--- config.mk ---
export PLATFORM = sky130hd
export DESIGN_NAME = ram_arbiter_flat
export DESIGN_NICKNAME = d
export VERILOG_FILES = /design/src/rtl/ram_arbiter_if.sv /design/src/rtl/ram_arbiter.sv /design/src/flat_wrapper.sv
export SDC_FILE = /design/constraint.sdc
export NUM_CORES = 1
export LEC_CHECK = 0
export CAP_MARGIN = 20
export CORE_MARGIN = 2
export CORE_UTILIZATION = 31
export CTS_BUF_LIST = sky130_fd_sc_hd__clkbuf_16
export DETAILED_ROUTE_END_ITERATION = 16
export GPL_TIMING_DRIVEN = 0
export PLACE_DENSITY = 0.86
export SLEW_MARGIN = 20
export SYNTH_ARGS = -nofsm -noshare
export SYNTH_HDL_FRONTEND = slang
export SYNTH_SLANG_ARGS = --single-unit
--- constraint.sdc ---
create_clock -name clk -period 0.9 [get_ports clk]
set_input_delay 0.135 -clock clk [delete_from_list [all_inputs] [get_ports clk]]
set_output_delay 0.135 -clock clk [all_outputs]
set_load 0.01 [all_outputs]
--- src/rtl/ram_arbiter_if.sv ---
// Requester-side command/response bundle for ram_arbiter: req/gnt command handshake
// plus the read-return strobe and data.
interface ram_arbiter_if #(
   parameter int unsigned AW = 4,
   parameter int unsigned DW = 8
);
   logic          req;
   logic          we;
   logic [AW-1:0] addr;
   logic [DW-1:0] wdata;
   logic          gnt;
   logic          rvalid;
   logic [DW-1:0] rdata;

   modport master (
      output req, we, addr, wdata,
      input  gnt, rvalid, rdata
   );

   modport slave (
      input  req, we, addr, wdata,
      output gnt, rvalid, rdata
   );
endinterface

--- src/rtl/ram_arbiter.sv ---
// Round-robin arbiter sharing one registered-read single-port RAM between requesters A and B.
// Winning command is registered onto the RAM bus; read data returns two cycles after grant.
module ram_arbiter #(
   parameter int unsigned AW = 4,
   parameter int unsigned DW = 8
) (
   input  logic          clk,
   input  logic          rst,
   ram_arbiter_if.slave  a,
   ram_arbiter_if.slave  b,
   output logic          ram_we,
   output logic [AW-1:0] ram_addr,
   output logic [DW-1:0] ram_wdata,
   input  logic [DW-1:0] ram_rdata
);

   logic last;   // 0 = A won most recently, 1 = B
   logic a_win;
   logic b_win;
   logic acc;
   logic s1_rd;
   logic s1_id;
   logic s2_rd;
   logic s2_id;

   // On a collision the requester that did not win last time gets the slot.
   always_comb begin
      a_win = 1'b0;
      b_win = 1'b0;
      if (!rst) begin
         if (a.req && b.req) begin
            a_win = last;
            b_win = ~last;
         end else begin
            a_win = a.req;
            b_win = b.req;
         end
      end
   end

   assign acc   = a_win | b_win;
   assign a.gnt = a_win;
   assign b.gnt = b_win;

   always_ff @(posedge clk or posedge rst) begin
      if (rst) begin
         last      <= 1'b0;
         ram_we    <= 1'b0;
         ram_addr  <= '0;
         ram_wdata <= '0;
         s1_rd     <= 1'b0;
         s1_id     <= 1'b0;
         s2_rd     <= 1'b0;
         s2_id     <= 1'b0;
      end else begin
         if (acc) begin
            last      <= b_win;
            ram_we    <= b_win ? b.we : a.we;
            ram_addr  <= b_win ? b.addr : a.addr;
            ram_wdata <= b_win ? b.wdata : a.wdata;
            s1_rd     <= b_win ? ~b.we : ~a.we;
            s1_id     <= b_win;
         end else begin
            // Address/data hold so the RAM bus does not toggle on idle cycles.
            ram_we <= 1'b0;
            s1_rd  <= 1'b0;
         end
         s2_rd <= s1_rd;
         s2_id <= s1_id;
      end
   end

   // ram_rdata is already registered in the RAM, so it lines up with the S2 stage.
   assign a.rvalid = s2_rd & ~s2_id;
   assign b.rvalid = s2_rd & s2_id;
   assign a.rdata  = ram_rdata;
   assign b.rdata  = ram_rdata;

endmodule

--- src/flat_wrapper.sv ---
// flat-port wrapper written by rule: the top's interface ports become plain ports
module ram_arbiter_flat 
#(
   parameter int unsigned AW = 4,
   parameter int unsigned DW = 8
)
  (clk, rst, ram_we, ram_addr, ram_wdata, ram_rdata, a_req, a_we, a_addr, a_wdata, a_gnt, a_rvalid, a_rdata, b_req, b_we, b_addr, b_wdata, b_gnt, b_rvalid, b_rdata);
  ram_arbiter_if #(.AW(AW), .DW(DW)) a_i ();
  ram_arbiter_if #(.AW(AW), .DW(DW)) b_i ();
  input  logic clk;
  input  logic rst;
  output logic ram_we;
  output logic [AW-1:0] ram_addr;
  output logic [DW-1:0] ram_wdata;
  input  logic [DW-1:0] ram_rdata;
  input wire logic [$bits(a_i.req)-1:0] a_req;
  input wire logic [$bits(a_i.we)-1:0] a_we;
  input wire logic [$bits(a_i.addr)-1:0] a_addr;
  input wire logic [$bits(a_i.wdata)-1:0] a_wdata;
  output wire logic [$bits(a_i.gnt)-1:0] a_gnt;
  output wire logic [$bits(a_i.rvalid)-1:0] a_rvalid;
  output wire logic [$bits(a_i.rdata)-1:0] a_rdata;
  input wire logic [$bits(b_i.req)-1:0] b_req;
  input wire logic [$bits(b_i.we)-1:0] b_we;
  input wire logic [$bits(b_i.addr)-1:0] b_addr;
  input wire logic [$bits(b_i.wdata)-1:0] b_wdata;
  output wire logic [$bits(b_i.gnt)-1:0] b_gnt;
  output wire logic [$bits(b_i.rvalid)-1:0] b_rvalid;
  output wire logic [$bits(b_i.rdata)-1:0] b_rdata;
  assign a_i.req = a_req;
  assign a_i.we = a_we;
  assign a_i.addr = a_addr;
  assign a_i.wdata = a_wdata;
  assign a_gnt = a_i.gnt;
  assign a_rvalid = a_i.rvalid;
  assign a_rdata = a_i.rdata;
  assign b_i.req = b_req;
  assign b_i.we = b_we;
  assign b_i.addr = b_addr;
  assign b_i.wdata = b_wdata;
  assign b_gnt = b_i.gnt;
  assign b_rvalid = b_i.rvalid;
  assign b_rdata = b_i.rdata;
  ram_arbiter #(.AW(AW), .DW(DW)) u_core (.clk(clk), .rst(rst), .a(a_i), .b(b_i), .ram_we(ram_we), .ram_addr(ram_addr), .ram_wdata(ram_wdata), .ram_rdata(ram_rdata));
endmodule
==> load_flow_metrics.sql <==
INSERT INTO impl_metrics (metric_group, metric, value, unit) VALUES
('detailed_routing', 'postRouteAntennaNets', '0', ''),
('setup_path', 'timing.reg2reg.worst_path_depth', '5', ''),
('die', 'floorplan.die_area', '0.00361', 'mm2'),
('detailed_routing', 'topRoutingLayerUsed', 'met4', ''),
('sta', 'grt_setup_unrepaired', 'yes', ''),
('power', 'cellLeakagePower', '0.800', 'nW'),
('sta', 'worst_slew_pin_slew', '246', 'ps'),
('clock_tree', 'cts_hold_buffers', '0', ''),
('run_status', 'violations', 'setup timing', ''),
('min_path', 'worstHoldPathType', 'in2async', ''),
('die', 'start_util', '0.322', ''),
('sta', 'finalSetupViolCount', '24', ''),
('setup_path', 'worstPathMaxFanout', '3', ''),
('detailed_routing', 'viasPerCell', '5.01', ''),
('synth', 'synthDistinctLibCells', '17', ''),
('die', 'design.portCount', '71', ''),
('placement', 'placed_cells_incl_taps', '211', ''),
('synth', 'yosysSeqAreaShare', '0.436', ''),
('job', 'max_cap_viol', '0', ''),
('global_route', 'initial_antenna_violation_count', '0', ''),
('die', 'fp-row-count', '20', ''),
('sta', 'setup_total_negative_slack', '-4190', 'ps'),
('placement', 'portBuffers', '62', ''),
('clock_tree', 'clk_pin_slew', '50', 'ps'),
('detailed_routing', 'dr_total_vias', '1133', ''),
('global_route', 'grt_start_max_net_pins', '27', ''),
('finish', 'area.growth.synth_to_final', '92.7', '%'),
('clock_tree', 'clock_tree_from_tritoncts', 'done', ''),
('sta', 'finalHoldViolations', '0', ''),
('die', 'core_area', '0.00303', 'mm2'),
('placement', 'dpl_worst_slack', '-1000', 'ps'),
('setup_path', 'beginning_of_the_critical_path', 'u_core.last', ''),
('detailed_routing', 'drt_drc_violations_left', '0', ''),
('setup_path', 'crit_end', 'a_gnt', ''),
('sta', 'finalCritPeriodShare', '1.42', ''),
('finish', 'insertedDiodeCount', '0', ''),
('synth', 'synth_cell_area', '976', 'um2'),
('run_status', 'run_status', 'finished, violations left', ''),
('detailed_routing', 'postRouteWirelength', '3550', 'um'),
('sta', 'fmax', '781', 'MHz'),
('global_route', 'grt_pass1_vias', '1110', ''),
('synth', 'syn-mean-instance-area', '9.29', 'um2'),
('synth', 'postSynthNetCount', '143', ''),
('setup_path', 'worstReg2RegEnd', 'u_core.ram_addr[1]', ''),
('clock_tree', 'cts_buffers', '3', ''),
('synth', 'netlist_instances', '105', ''),
('synth', 'cell_type_with_the_highest_aggregate_area_in_the_netlist', 'dfrtp_1', ''),
('die', 'die_height', '60.1', 'um'),
('detailed_routing', 'drt-met1-wl', '1260', 'um'),
('detailed_routing', 'drt_pre_antenna_iters', '4', ''),
('detailed_routing', 'drt-wirelength-per-cell', '15.7', 'um'),
('synth', 'ys.warnings.count', '0', ''),
('global_route', 'globalRoute.totalOverflow', '0', ''),
('finish', 'most-common-layout-cells', '41 x clkdlybuf4s50_1, 27 x buf_4, 19 x buf_2', ''),
('setup_path', 'rrSetupSlack', '-340', 'ps'),
('sta', 'final_critical_path_setup_slack', '-380', 'ps'),
('setup_path', 'worst_setup_path_end_kind', 'primary output', ''),
('sta', 'shortest_clock_period_the_worst_path_allows_after_layout', '1280', 'ps'),
('setup_path', 'path_class', 'reg2out', ''),
('finish', 'layout_net_count', '221', ''),
('clock_tree', 'cts-htree-levels', '1', ''),
('clock_tree', 'worst_skew_pair.late_latency', '250', 'ps'),
('detailed_routing', 'drt_iter0_markers', '57', ''),
('sta', 'slew_headroom', '0.836', ''),
('synth', 'dominant_cells_by_area_after_synthesis', 'dfrtp_1 44%, buf_4 13%, o2111ai_1 12%', ''),
('finish', 'final_layout_size_suffix_gt1_frac', '0.434', ''),
('clock_tree', 'cts.path.max_buffers', '2', ''),
('clock_tree', 'clk_root_buffer_cell', 'clkbuf_16', ''),
('global_route', 'grt.total_usage', '0.192', ''),
('finish', 'final_cell_count_no_fill', '226', ''),
('global_route', 'grt_first_pass_wirelength', '5090', 'um');
## report_power, final
group / leakage [nW] / switching, mW / total [mW] / internal, mW
logic: 0.560 / 0.420 / 0.927 / 0.507
registers: 0.198 / 0.0519 / 0.914 / 0.862
clock network: 0.0423 / 0.287 / 0.876 / 0.590
total: 0.800 / 0.758 / 2.72 / 1.96
## metrics by stage
step	hold WS (ps)	power [mW]	util
floorplan	132	1.28	-
global placement	334	1.71	0.552
detailed placement	341	1.73	0.552
CTS	228	2.61	0.590
global route	216	2.85	0.621
finish	182	2.72	0.621
## synthesized netlist by cell type
master / number
buf_2: 7
a21boi_1: 1
nand2b_1: 1
nor2_1: 13
a211oi_1: 1
nor2b_1: 1
o22ai_1: 1
buf_6: 1
buf_4: 17
and2_1: 2
o21ba_1: 1
inv_1: 3
o21ai_0: 13
dfrtp_1: 17
a31oi_1: 12
and3_1: 1
o2111ai_1: 13
## sequential cells by signal, indices dropped and copies added (netlist names)
signal,count
u_core.s2_id,1
u_core.last,1
u_core.ram_addr,4
u_core.ram_wdata,8
u_core.s2_rd,1
u_core.ram_we,1
u_core.s1_rd,1
## repair_timing
action,in CTS,in global routing
buffers inserted,7,5
hold endpoints to repair,0,0
setup endpoints to repair,33,31
pin swaps,6,9
gates resized for setup,103,13
## worst min-delay path by stage
stage | endpoint | slack (ps) | cells past startpoint
after floorplan | u_core.last | 130 | 2
after global placement | u_core.s2_rd | 330 | 0
after detailed placement | u_core.s2_rd | 340 | 0
after CTS | u_core.ram_wdata[5] | 230 | 3
after global routing | u_core.ram_addr[3] | 220 | 3
final | u_core.ram_addr[3] | 180 | 3
## critical path, cell delays in order (launching register included)
cell	delay, ps
dfrtp_1	390
inv_2	60
buf_6	120
a211oi_2	170
buf_2	160
## cell type report
| cell class | count | area [um2] | area share |
|---|---|---|---|
| Buffer | 25 | 205 | 0.109 |
| Clock buffer | 3 | 75.1 | 0.0399 |
| Clock inverter | 1 | 3.75 | 0.00200 |
| Inverter | 3 | 11.3 | 0.00599 |
| Multi-Input combinational cell | 60 | 478 | 0.254 |
| Sequential cell | 17 | 425 | 0.226 |
| Tap cell | 44 | 55.1 | 0.0293 |
| Timing Repair Buffer | 73 | 627 | 0.333 |
## layer usage
layer | global-route usage | vias to the layer above
met4 | 0.0984 | 0
met1 | 0.203 | 543
met3 | 0.0476 | 13
met2 | 0.346 | 48
met5 | 0 | -
li1 | - | 529
## cells by family after synthesis
kind of cell / synth area share
AND/OR/NAND/NOR: 0.0821
buffers and inverters: 0.190
flip-flops: 0.436
AO/OA/AOI/OAI: 0.292
Note: power is estimated with default switching activity, not from simulation.
